===== config.mk =====
export PLATFORM = sky130hd
export DESIGN_NAME = dc_filter_mc_flat
export DESIGN_NICKNAME = d
export VERILOG_FILES = /design/src/rtl/dc_filter_mc_if.sv /design/src/rtl/dc_filter_mc.sv /design/src/flat_wrapper.sv
export SDC_FILE = /design/constraint.sdc
export NUM_CORES = 1
export LEC_CHECK = 0
export ABC_AREA = 1
export ABC_CLOCK_PERIOD_IN_PS = 13450
export CORE_MARGIN = 4
export CORE_UTILIZATION = 39
export DETAILED_ROUTE_END_ITERATION = 12
export MAX_ROUTING_LAYER = met4
export SLEW_MARGIN = 10
export SYNTH_ARGS = -nofsm -noshare
export SYNTH_HDL_FRONTEND = slang
export SYNTH_SLANG_ARGS = --single-unit

===== constraint.sdc =====
create_clock -name CLK_24M -period 13.45 [get_ports CLK_24M]
set_clock_uncertainty 0.15 [all_clocks]
set_input_delay 4.035 -clock CLK_24M [delete_from_list [all_inputs] [get_ports CLK_24M]]
set_output_delay 4.035 -clock CLK_24M [all_outputs]
set_load 0.1 [all_outputs]

===== src/rtl/dc_filter_mc_if.sv =====
// Sample-bus bundle for dc_filter_mc: strobe, bypass and packed samples in;
// filtered samples, valid, clip, busy and overrun status out.
interface dc_filter_mc_if #(
    parameter int WIDTH    = 9,
    parameter int CHANNELS = 4
);
    logic                      enable_3M;
    logic                      i_bypass;
    logic [CHANNELS*WIDTH-1:0] c_data;
    logic [CHANNELS*WIDTH-1:0] o_data;
    logic                      o_valid;
    logic [CHANNELS-1:0]       o_clip;
    logic                      o_busy;
    logic                      o_overrun;

    modport master (
        output enable_3M, i_bypass, c_data,
        input  o_data, o_valid, o_clip, o_busy, o_overrun
    );

    modport slave (
        input  enable_3M, i_bypass, c_data,
        output o_data, o_valid, o_clip, o_busy, o_overrun
    );
endinterface


===== src/rtl/dc_filter_mc.sv =====
// Multi-channel DC-blocking high-pass filter, y = x - x_prev + a*y_prev with
// a = 1 - 2^-SHIFT, one shared datapath stepping through the channels per strobe.
module dc_filter_mc #(
    parameter int WIDTH    = 9,
    parameter int CHANNELS = 4,
    parameter int SHIFT    = 18,
    parameter int SATURATE = 1
) (
    input logic           CLK_24M,
    input logic           reset,
    dc_filter_mc_if.slave bus
);
    localparam int IDX_W = (CHANNELS > 1) ? $clog2(CHANNELS) : 1;
    localparam int GW    = WIDTH + SHIFT + 1;
    localparam logic [IDX_W-1:0]         LAST   = IDX_W'(CHANNELS - 1);
    localparam logic signed [WIDTH-1:0]  MAXV_W = {1'b0, {(WIDTH-1){1'b1}}};
    localparam logic signed [WIDTH-1:0]  MINV_W = {1'b1, {(WIDTH-1){1'b0}}};
    localparam logic signed [WIDTH+1:0]  MAXV   = (WIDTH+2)'(MAXV_W);
    localparam logic signed [WIDTH+1:0]  MINV   = (WIDTH+2)'(MINV_W);

    typedef enum logic [1:0] {S_IDLE, S_RUN, S_DONE} state_t;

    state_t                    r_state;
    logic [IDX_W-1:0]          r_idx;
    logic [CHANNELS*WIDTH-1:0] r_xin;
    logic                      r_bypass;
    logic signed [WIDTH-1:0]   r_xprev [CHANNELS];
    logic signed [WIDTH-1:0]   r_yprev [CHANNELS];
    logic [CHANNELS*WIDTH-1:0] r_shadow;
    logic [CHANNELS-1:0]       r_clip_sh;
    logic [CHANNELS*WIDTH-1:0] r_odata;
    logic [CHANNELS-1:0]       r_oclip;
    logic                      r_valid;
    logic                      r_busy;
    logic                      r_overrun;

    logic signed [WIDTH-1:0]   w_x;
    logic signed [WIDTH-1:0]   w_y;
    logic signed [WIDTH:0]     w_c;
    logic signed [WIDTH:0]     w_ha;
    logic signed [WIDTH+1:0]   w_d;
    logic                      w_clip;
    logic [CHANNELS*WIDTH-1:0] w_shadow_nxt;
    logic [CHANNELS-1:0]       w_clip_nxt;

    // y_prev * (1 - 2^-SHIFT), rounded half-up via the first discarded bit
    function automatic logic signed [WIDTH:0] scale_round(input logic signed [WIDTH-1:0] yp);
        logic signed [GW-1:0] ext;
        logic signed [GW-1:0] g;
        logic signed [GW-1:0] hr;
        ext = GW'(yp);
        g   = (ext <<< SHIFT) - ext;
        hr  = (g >>> SHIFT) + GW'({1'b0, g[SHIFT-1]});
        return (WIDTH+1)'(hr);
    endfunction

    function automatic logic signed [WIDTH-1:0] limit(input logic signed [WIDTH+1:0] d);
        if (SATURATE != 0 && d > MAXV) return MAXV_W;
        if (SATURATE != 0 && d < MINV) return MINV_W;
        return WIDTH'(d);
    endfunction

    function automatic logic out_of_range(input logic signed [WIDTH+1:0] d);
        return (d > MAXV) || (d < MINV);
    endfunction

    always_comb begin
        w_x          = r_xin[r_idx*WIDTH +: WIDTH];
        w_c          = (WIDTH+1)'(w_x) - (WIDTH+1)'(r_xprev[r_idx]);
        w_ha         = scale_round(r_yprev[r_idx]);
        w_d          = (WIDTH+2)'(w_c) + (WIDTH+2)'(w_ha);
        w_y          = r_bypass ? w_x : limit(w_d);
        w_clip       = r_bypass ? 1'b0 : out_of_range(w_d);
        w_shadow_nxt = r_shadow;
        w_shadow_nxt[r_idx*WIDTH +: WIDTH] = w_y;
        w_clip_nxt   = r_clip_sh;
        w_clip_nxt[r_idx] = w_clip;
    end

    always_ff @(posedge CLK_24M) begin
        if (reset) begin
            r_state   <= S_IDLE;
            r_idx     <= '0;
            r_odata   <= '0;
            r_oclip   <= '0;
            r_valid   <= 1'b0;
            r_busy    <= 1'b0;
            r_overrun <= 1'b0;
            for (int k = 0; k < CHANNELS; k++) begin
                r_xprev[k] <= '0;
                r_yprev[k] <= '0;
            end
        end else begin
            r_valid <= 1'b0;
            case (r_state)
                S_IDLE: begin
                    if (bus.enable_3M) begin
                        r_xin    <= bus.c_data;
                        r_bypass <= bus.i_bypass;
                        r_idx    <= '0;
                        r_busy   <= 1'b1;
                        r_state  <= S_RUN;
                    end
                end
                S_RUN: begin
                    if (bus.enable_3M) r_overrun <= 1'b1;
                    r_xprev[r_idx] <= w_x;
                    r_yprev[r_idx] <= r_bypass ? '0 : w_y;
                    r_shadow       <= w_shadow_nxt;
                    r_clip_sh      <= w_clip_nxt;
                    // Publish on the last channel so o_valid lands in the DONE cycle
                    if (r_idx == LAST) begin
                        r_odata <= w_shadow_nxt;
                        r_oclip <= w_clip_nxt;
                        r_valid <= 1'b1;
                        r_state <= S_DONE;
                    end else begin
                        r_idx <= r_idx + 1'b1;
                    end
                end
                S_DONE: begin
                    if (bus.enable_3M) r_overrun <= 1'b1;
                    r_busy  <= 1'b0;
                    r_state <= S_IDLE;
                end
                default: r_state <= S_IDLE;
            endcase
        end
    end

    assign bus.o_data    = r_odata;
    assign bus.o_clip    = r_oclip;
    assign bus.o_valid   = r_valid;
    assign bus.o_busy    = r_busy;
    assign bus.o_overrun = r_overrun;
endmodule


===== src/flat_wrapper.sv =====
// flat-port wrapper written by rule: the top's interface ports become plain ports
module dc_filter_mc_flat 
#(
    parameter int WIDTH    = 9,
    parameter int CHANNELS = 4,
    parameter int SHIFT    = 18,
    parameter int SATURATE = 1
)
  (CLK_24M, reset, bus_enable_3M, bus_i_bypass, bus_c_data, bus_o_data, bus_o_valid, bus_o_clip, bus_o_busy, bus_o_overrun);
  dc_filter_mc_if #(.WIDTH(WIDTH), .CHANNELS(CHANNELS)) bus_i ();
  input logic CLK_24M;
  input logic reset;
  input wire logic [$bits(bus_i.enable_3M)-1:0] bus_enable_3M;
  input wire logic [$bits(bus_i.i_bypass)-1:0] bus_i_bypass;
  input wire logic [$bits(bus_i.c_data)-1:0] bus_c_data;
  output wire logic [$bits(bus_i.o_data)-1:0] bus_o_data;
  output wire logic [$bits(bus_i.o_valid)-1:0] bus_o_valid;
  output wire logic [$bits(bus_i.o_clip)-1:0] bus_o_clip;
  output wire logic [$bits(bus_i.o_busy)-1:0] bus_o_busy;
  output wire logic [$bits(bus_i.o_overrun)-1:0] bus_o_overrun;
  assign bus_i.enable_3M = bus_enable_3M;
  assign bus_i.i_bypass = bus_i_bypass;
  assign bus_i.c_data = bus_c_data;
  assign bus_o_data = bus_i.o_data;
  assign bus_o_valid = bus_i.o_valid;
  assign bus_o_clip = bus_i.o_clip;
  assign bus_o_busy = bus_i.o_busy;
  assign bus_o_overrun = bus_i.o_overrun;
  dc_filter_mc #(.WIDTH(WIDTH), .CHANNELS(CHANNELS), .SHIFT(SHIFT), .SATURATE(SATURATE)) u_core (.CLK_24M(CLK_24M), .reset(reset), .bus(bus_i));
endmodule

## Yosys cells after proc, flatten, opt, wreduce, memory -nomap -nowiden

Memories as Yosys holds them, arrays and structs flattened. A register that Yosys moved wholly into a read port is not among the register bits.
Index checks and enable logic that the tools add are counted.

- Register bits after elaboration: 124
- Memory bits (writable): 72
- Input bits: 40
- Output and inout bits: 43
- Memories: 2

- Add/subtract/negate cells: 6
- Multiply operators: 1
- $lt $le $gt $ge: 4
- Equal/unequal tests: 6
- Shifts and indexed selects: 3
- Multiplexer cells: 38
- Bitwise operators: 2
- Reductions and logical operators: 16

Memory list:

| name | depth | width | rd ports | clocked after Yosys merged registers in | write ports | RTL line | text |
|---|---|---|---|---|---|---|---|
| u_core.r_xprev | 4 | 9 | 1 | 1 | 4 | dc_filter_mc.sv:27 | `logic signed [WIDTH-1:0] r_xprev [CHANNELS];` |
| u_core.r_yprev | 4 | 9 | 1 | 1 | 4 | dc_filter_mc.sv:28 | `logic signed [WIDTH-1:0] r_yprev [CHANNELS];` |

Operator list:

| kind | count |
|---|---|
| two-way mux 9 bit | 8 |
| bitwise mux 36 bit | 1 |
| variable shift 9 x 34 -> 36 bit (first input constant) | 1 |
| variable part select 36 x 7 -> 9 bit | 1 |
| variable part select 9 x 34 -> 36 bit | 1 |
| negation 6 -> 34 bit | 1 |
| subtractor 27 x 9 -> 28 bit | 1 |
| two-way mux 2 bit | 10 |
| OR reduction 9 bit | 2 |
| two-way mux 1 bit | 14 |
| adder 10 x 10 -> 11 bit | 1 |
| > comparator 11 x 9 -> 1 bit (second input constant) | 1 |
| less-than comparator 11 x 9 -> 1 bit (second input constant) | 1 |
| adder 10 x 1 -> 10 bit | 1 |
| AND reduction 2 bit | 5 |
| subtractor 9 x 9 -> 10 bit | 1 |
| case mux 2 bit (2 select lines) | 2 |
| multiplier 2 x 4 -> 6 bit (second input constant) | 1 |
| AND reduction 3 bit | 2 |
| bitwise mux 4 bit | 1 |
| equality test 2 bit (second input constant) | 2 |
| inequality test 2 bit (second input constant) | 2 |
| nonzero test 2 bit | 2 |
| OR reduction 2 bit | 2 |
| 11 further kinds | 12 |

## Logic depth before layout (Yosys ltp)

Gate-level depths: netlist of run 1.

- Word-level depth: 12
- Gate-level depth with buffers: 37

## Worst setup path after synthesis of run 1

No wires, ideal clock.

- Kind: input to register
- Start: in reset
- End: mem u_core.r_xprev[0][0], enable pin
- Data arrival time: 7,169 ps
- Slack: 5,757 ps
- Cell stages on the path: 7
- Path buffers: 2
- Cell sequence: clkbuf_1 -> nor2_1 -> inv_1 -> nor2_1 -> nand2_1 -> clkbuf_1 -> nand2_1

RTL lines:

| element | RTL line | text |
|---|---|---|
| start: declaration | flat_wrapper.sv:12 | `input logic reset;` |
| end: declaration | dc_filter_mc.sv:27 |  |

==> metrics.md, run 1 <==
| Metric | Value |
|---|---|
| Via density | `4.97` |
| Library cells used by synthesis | `between 40 and 50` |
| FF+latch count, synth | `roughly 200` |
| Cell Chain, Critical Path | `clkdlybuf4s50_1, buf_4, nor2_4, buf_4, inv_1, nor2_1, nand2_1, nand2_1` |
| Pwr Density | `about 230 nW/µm²` |
| Leakage | `about 5.3 nW` |
| Path type of the worst min-delay path | `reg2reg` |
| Final HPWL DP | `17.9 mm` |
| Tot GR Track Use | `17.9%` |
| Fin crit period | `between 7 and 8 ns` |
| Mapped Cells | `between 1000 and 1500` |
| Main synth FF type | `edfxtp_1` |
| HP Start | `u_core.bus.o_overrun` |
| Actual slew at the worst max-slew pin | `~1.1 ns` |
| Switching Share | `between 40% and 50%` |
| Peak VDD IR | `~0.00016 V` |
| Final Power | `2.74 mW` |
| Wire per inst | `roughly 15 µm` |
| Fillers | `2528` |
| Number of remaining DRC errors | `0` |
| Area leader, netlist | `edfxtp_1` |
| H-tree level count | `4` |
| Via Count | `about 8000` |
| # diodes | `0` |
| Initial DRT Pass Iterations | `5` |
| Synth warnings | `0` |
| RSZ-0062 raised after global routing | `no` |
| WHS Path Cells | `2` |
| Clock-pin slew on the worst setup and hold paths | `approximately 0.070 ns` |
| WP data required | `around 13 ns` |
| First-pass GRT wire length | `approximately 40 mm` |
| Power Internal | `approximately 1.4 mW` |
| Syn nets | `between 1000 and 1500` |
| CP arrival | `7.22 ns` |
| Post-CTS Setup Bufs | `0` |
| # setup viols final | `0` |
| Post-layout util | `a little under half` |
| Clk_lat worst skew | `~0.44 ns` |
| Core area | `roughly 26000 µm²` |
| Grt ovf | `0` |
| Post-CTS resize count | `0` |
| Slowest cell on the critical path | `nand2_1` |
| Max-slew violation count | `0` |
| Crit Path Class | `in2reg` |
| Chip Width | `between 150 and 200 µm` |
| Post-route clock period utilization | `between 50 and 60%` |
| Starting Density | `slightly below 40%` |
| Layout cell share with drive strength beyond 1 | `approximately 5.0%` |
| Combinational share of power | `~55%` |
| Top delay family on crit path | `simple AND/OR/NAND/NOR gates` |
| CP Capture Type | `register` |
| Clk sinks | `between 150 and 200` |
| Die extent in y | `between 150 and 200 µm` |
| Area Overhead vs Synth | `16.7%` |
| Cts bufs inserted | `17` |
| MaxCap Viol Count | `0` |
| Commonest cells post-synth | `nand2_1, inv_1, edfxtp_1` |
| Final Hold Fails | `0` |
| Maximum fanout along the worst path | `41` |
| Sequential-to-total area share from yosys stat | `a little over half` |
| CTS Root Cell | `clkbuf_16` |
| Sw power | `between 1 and 1.5 mW` |
| Port Buffer Count | `82` |
| Worst slack at placement | `roughly 5.7 ns` |
| Critical Path Start Type | `input pin` |
| Fraction of registers with async set/reset | `0%` |
| GPL Wtd Cong | `0.874` |
| Max Root-Sink Buffers | `2` |
| Fin Setup TNS | `0 ns` |
| Area contributors post-synth | `edfxtp_1, nand2_1, dfxtp_1, inv_1, nor2_1` |
| Initial DRC Count | `approximately 690` |
| Yosys top cell area share | `between 40% and 50%` |
| Outcome | `complete, no violations` |
| Slowest cell delay on critical path | `0.78 ns` |
| Final WL | `25.0 mm` |
| Post-Syn Area per Cell | `roughly 8.5 µm²` |
| Maximum clock frequency | `about 0.14 GHz` |
| Ports | `between 80 and 90` |
| Syn Std Cell Area | `~10000 µm²` |
| Flop-to-flop setup slack | `6.79 ns` |
| Endpoint of the worst hold path | `u_core.bus.o_overrun` |
| PnR worst setup slack | `6.15 ns` |
| Most frequent cell after synthesis | `nand2_1` |
| Seq pwr share | `26.6%` |
| Clk pwr share | `18.4%` |
| Number of global-route vias before repair | `between 7000 and 8000` |
| CTS tree | `built` |
| Number of routed nets with antenna violations | `0` |
| Largest net degree at the start of global routing | `42` |
| FF-to-FF End | `u_core.bus.o_data[14]` |
| Worst relative slew slack | `between 20% and 30%` |
| Core Rows | `slightly below 60` |
| Number of synthesized flops with an enable pin | `148` |
| Full die area | `~29000 µm²` |
| Cells on worst reg2reg path | `33` |
| Fin nets | `roughly 1400` |
| CTS Hold Buffers Added | `0` |
| Initial antenna violation count | `0` |
| Worst path bufs/invs | `4` |
## worst register-to-register path, delay by kind of cell (launching register included)
kind,cells,cell delay (ns)
adders and majority gates,3,1.14
xor gates and xnor gates,1,0.29
and+or+nand+nor,23,2.90
DFF,1,0.72
buffers and inverters,5,0.96
AOI/OAI and AO/OA,1,0.46
## metrics by stage
stage	hold WS [ns]	std cells	area, µm²
5_1_grt	0.370	1615	12000
4_1_cts	0.348	1615	12000
6_report	0.340	1615	12000
2_1_floorplan	0.311	1201	10200
3_3_place_gp	0.333	1583	11400
3_5_place_dp	0.328	1583	11400
## kinds of logic (layout without fill, tap and decap cells)
family,Yosys count,in the layout,share of synthesized area (%)
and+or+nand+nor,642,642,26.1
buffers and inverters,205,284,7.86
DFF,197,197,52.9
AOI/OAI and AO/OA,103,103,6.07
adders and majority gates,43,43,5.98
xor gates and xnor gates,11,11,1.01
## power groups by stage
stage / Combinational (mW) / Clock [mW] / Sequential (mW)
final: 1.51 / 0.505 / 0.730
after global routing: 1.68 / 0.538 / 0.733
after CTS: 1.50 / 0.518 / 0.730
after detailed placement: 1.49 / 0 / 0.743
after global placement: 1.48 / 0 / 0.743
after floorplan: 1.08 / 0 / 0.748
## placed cells by master (no fill, tap or decap), types with 2 or more instances in the layout
cell type        synthesis  layout
dfxtp_1                 49      49
edfxtp_1               148     148
fa_1                    10      10
nor2_1                 143     141
clkinv_1                 6       6
inv_6                    0       4
nand2_2                  3       3
a21oi_1                 26      26
o22ai_1                 11      11
nor3_1                  14      14
nor2_2                   4       4
a211oi_1                 4       4
xnor2_1                  3       3
clkinvlp_4               0       2
nand3_1                 86      86
nand3b_1                 2       2
nor2_4                   3       5
xor2_1                   7       7
buf_4                    2       7
clkbuf_16                0      17
inv_1                  152     152
clkinv_8                 0       3
o21ai_0                 34      33
a32o_1                   6       6
inv_2                    5       5
o21ai_1                  8       9
a21oi_2                  2       2
a221oi_1                 2       2
inv_8                    0       2
ha_1                    33      33
nand4_1                 26      26
clkdlybuf4s50_1          0      82
nand2_1                354     354
## area by class of cell
class	instances	area [µm²]	share of cell area, %
clock inverters	14	165	1.38
multi-input cells	799	4040	33.7
repair buffers	89	873	7.30
flip-flops and latches	197	5430	45.4
inverters	163	612	5.12
clock buffers	18	429	3.59
well taps	335	419	3.50
## per-layer routing
layer,up-vias,part of all wire (%),global-route usage [%]
met3,37,3.7,2.49
met5,-,0,-
met2,188,46,27.6
li1,4053,-,-
met1,3755,47,24.4
met4,0,2.6,6.42
## state kept, by name, summed over array words and instances, names as in the netlist, named ones only
name / cells
u_core.bus.o_overrun: 1
u_core.r_shadow: 36
u_core.r_yprev: 36
u_core.r_xin: 36
u_core.r_clip_sh: 3
u_core.bus.o_valid: 1
u_core.r_idx: 2
u_core.bus.o_clip: 4
u_core.r_xprev: 36
u_core.r_state: 2
u_core.r_bypass: 1
u_core.bus.o_busy: 1
u_core.bus.o_data: 36
## worst max path at each step
stage,startpoint,end,slack [ns],cells past startpoint
4_1_cts,reset,u_core.r_xprev[1][1],6.12,8
6_report,reset,u_core.r_xprev[1][0],6.15,8
3_3_place_gp,reset,u_core.r_xprev[1][6],5.73,8
3_5_place_dp,reset,u_core.r_xprev[1][6],5.66,8
5_1_grt,reset,u_core.r_xprev[1][4],5.85,8
2_1_floorplan,reset,u_core.r_xprev[0][0],5.76,7
(Power assumes the default switching activity.)
==> inputs of run 2 (changes only) <==
--- a/config.mk
+++ b/config.mk
@@ -6,7 +6,7 @@
 export NUM_CORES = 1
 export LEC_CHECK = 0
 export ABC_AREA = 1
-export ABC_CLOCK_PERIOD_IN_PS = 13450
+export ABC_CLOCK_PERIOD_IN_PS = 7100
 export CORE_MARGIN = 4
 export CORE_UTILIZATION = 39
 export DETAILED_ROUTE_END_ITERATION = 12
==> constraint.sdc (replaced) <==
create_clock -name CLK_24M -period 7.1 [get_ports CLK_24M]
set_clock_uncertainty 0.15 [all_clocks]
set_input_delay 2.13 -clock CLK_24M [delete_from_list [all_inputs] [get_ports CLK_24M]]
set_output_delay 2.13 -clock CLK_24M [all_outputs]
set_load 0.1 [all_outputs]
==> metrics.md, run 2 (synthesized netlist as in run 1, its figures left out) <==
| Metric | Value |
|---|---|
| GPL Wtd Cong | `0.947 (was 0.874)` |
| Pwr Density | `441 nW/µm² (was 229 nW/µm²)` |
| Grt ovf | `0 (unchanged)` |
| WHS Path Cells | `2 (unchanged)` |
| Max-slew violation count | `0 (unchanged)` |
| Initial DRC Count | `834 (was 685)` |
| H-tree level count | `4 (unchanged)` |
| Chip Width | `170 µm (unchanged)` |
| Initial antenna violation count | `0 (unchanged)` |
| Core area | `26000 µm² (unchanged)` |
| Port Buffer Count | `82 (unchanged)` |
| Area of the multi-input gates | `4040 µm² (unchanged)` |
| CP arrival | `6.62 ns (was 7.22 ns)` |
| MaxCap Viol Count | `0 (unchanged)` |
| CTS tree | `built (unchanged)` |
| WP data required | `7.33 ns (was 13.36 ns)` |
| Critical Path Start Type | `register (was input pin)` |
| Area Overhead vs Synth | `17.5% (was 16.7%)` |
| Final Hold Fails | `0 (unchanged)` |
| DP Cell Count | `1587 (was 1583)` |
| Maximum fanout along the worst path | `12 (was 41)` |
| Outcome | `complete, no violations (unchanged)` |
| Fin Setup TNS | `0 ns (unchanged)` |
| CTS Hold Buffers Added | `0 (unchanged)` |
| CP most frequent cell | `nand2_1` |
| Slowest cell on the critical path | `dfxtp_1 (was nand2_1)` |
| Crit Path Class | `reg2reg (was in2reg)` |
| # setup viols final | `0 (unchanged)` |
| Final WL | `26.5 mm (was 25.0 mm)` |
| Number of remaining DRC errors | `0 (unchanged)` |
| Fin nets | `1354 (was 1350)` |
| Die extent in y | `170 µm (unchanged)` |
| Wire per inst | `16.4 µm (was 15.5 µm)` |
| Fin crit period | `6.39 ns` |
| CTS Root Cell | `clkbuf_16 (unchanged)` |
| Cts bufs inserted | `17 (unchanged)` |
| Clk_lat worst skew | `0.44 ns (about the same)` |
| Number of global-route vias before repair | `7854 (was 7683)` |
| Number of routed nets with antenna violations | `0 (unchanged)` |
| Path type of the worst min-delay path | `reg2reg (unchanged)` |
| Sequential Area | `5430 µm² (about the same)` |
| CP Capture Type | `register (unchanged)` |
| Tot GR Track Use | `19.2% (was 17.9%)` |
| Most frequent cells in the layout | `nand2_1, inv_1, edfxtp_1 (unchanged)` |
| Clock-pin slew on the worst setup and hold paths | `0.07 ns (about the same)` |
| Final Power | `5.31 mW (was 2.74 mW)` |
| Cells on worst reg2reg path | `32 (was 33)` |
| Layout cell share with drive strength beyond 1 | `5.45% (was 5.00%)` |
| Core Rows | `59 (unchanged)` |
| Max Root-Sink Buffers | `2 (unchanged)` |
| Final HPWL DP | `18.5 mm (was 17.9 mm)` |
| Largest net degree at the start of global routing | `42 (unchanged)` |
| Via density | `5.03 (was 4.97)` |
| Post-route clock period utilization | `~90%` |
| RSZ-0062 raised after global routing | `no (unchanged)` |
| Non-filler instance count after layout | `1619 (was 1615)` |
| Worst relative slew slack | `32.7% (was 26.9%)` |
| Clk sinks | `197 (unchanged)` |
| Slowest cell delay on critical path | `0.73 ns (was 0.78 ns)` |
| Maximum clock frequency | `about 0.16 GHz` |
| Via Count | `8139 (was 8033)` |
| # diodes | `0 (unchanged)` |
| Initial DRT Pass Iterations | `5 (unchanged)` |
| Full die area | `28900 µm² (unchanged)` |
| Ports | `83 (unchanged)` |
| Actual slew at the worst max-slew pin | `1.01 ns (was 1.09 ns)` |
| Starting Density | `39.4% (unchanged)` |
| Most common cell after layout, fill and taps aside | `nand2_1 (unchanged)` |
| First-pass GRT wire length | `42.5 mm (was 40.1 mm)` |
| Peak VDD IR | `0.000271 V (was 0.000158 V)` |
| Leakage | `5.37 nW (was 5.32 nW)` |
| Fillers | `2573 (was 2528)` |
[run 2: cell types whose count changed in the layout (fill, tap and decap cells not counted), sizes merged]
cell	previous run	this run
buf	7	11
bufinv	1	3
clkbuf	18	17
clkinv	11	12
clkinvlp	2	1
inv	163	162
[run 2: critical path, delay by kind of cell (launching register included)]
family | cells | cell delay (ns)
and+or+nand+nor | 23 | 2.94
adders and majority gates | 3 | 1.32
DFF | 1 | 0.73
buffers and inverters | 4 | 0.47
AOI/OAI and AO/OA | 1 | 0.47
xor gates and xnor gates | 1 | 0.26
[run 2: report_power, final]
| part | switching, mW | internal [mW] | total (mW) | leakage, nW |
|---|---|---|---|---|
| Sequential | 0.0328 | 1.35 | 1.38 | 1.85 |
| Clock | 0.464 | 0.572 | 1.04 | 0.311 |
| Combinational | 2.02 | 0.876 | 2.89 | 3.21 |
[run 2: cell type report]
type,count,share of cell area [%]
Clock inverter,15,1.81
Inverter,163,5.08
Timing Repair Buffer,93,7.50
Clock buffer,17,3.53
Multi-Input combinational cell,799,33.5
Sequential cell,197,45.1
Tap cell,335,3.48
[run 2: path summary, 6_finish.rpt]
check                          endpoint  slack [ns]         startpoint
hold / removal        u_core.r_state[0]        0.34  u_core.r_state[0]
setup / recovery  u_core.bus.o_data[14]        0.71           register
hold reg to reg       u_core.r_state[0]        0.34  u_core.r_state[0]
setup reg to reg  u_core.bus.o_data[14]        0.71           register
[run 2: what timing repair did]
item | CTS | global route
setup endpoints to repair | 0 | 4
resized for setup | 0 | 1
buffers inserted | 0 | 0
[run 2: routing by layer]
metal	share of wire [%]	GRT usage (%)	vias up
li1	-	-	4044
met1	46	26.3	3782
met2	46	29.3	266
met3	5.7	3.28	47
met4	2.3	5.76	0
met5	0	-	-
[run 2: through the flow]
stage / hold WS, ns / util (%) / setup slack, ns / instance area (µm²)
floorplan: 0.311 / - / 1.31 / 10200
CTS: 0.344 / 46.3 / 0.659 / 12000
global placement: 0.302 / 43.9 / 0.626 / 11400
global route: 0.390 / 46.3 / 0.202 / 12000
detailed placement: 0.314 / 43.9 / 0.690 / 11400
finish: 0.341 / 46.3 / 0.710 / 12000
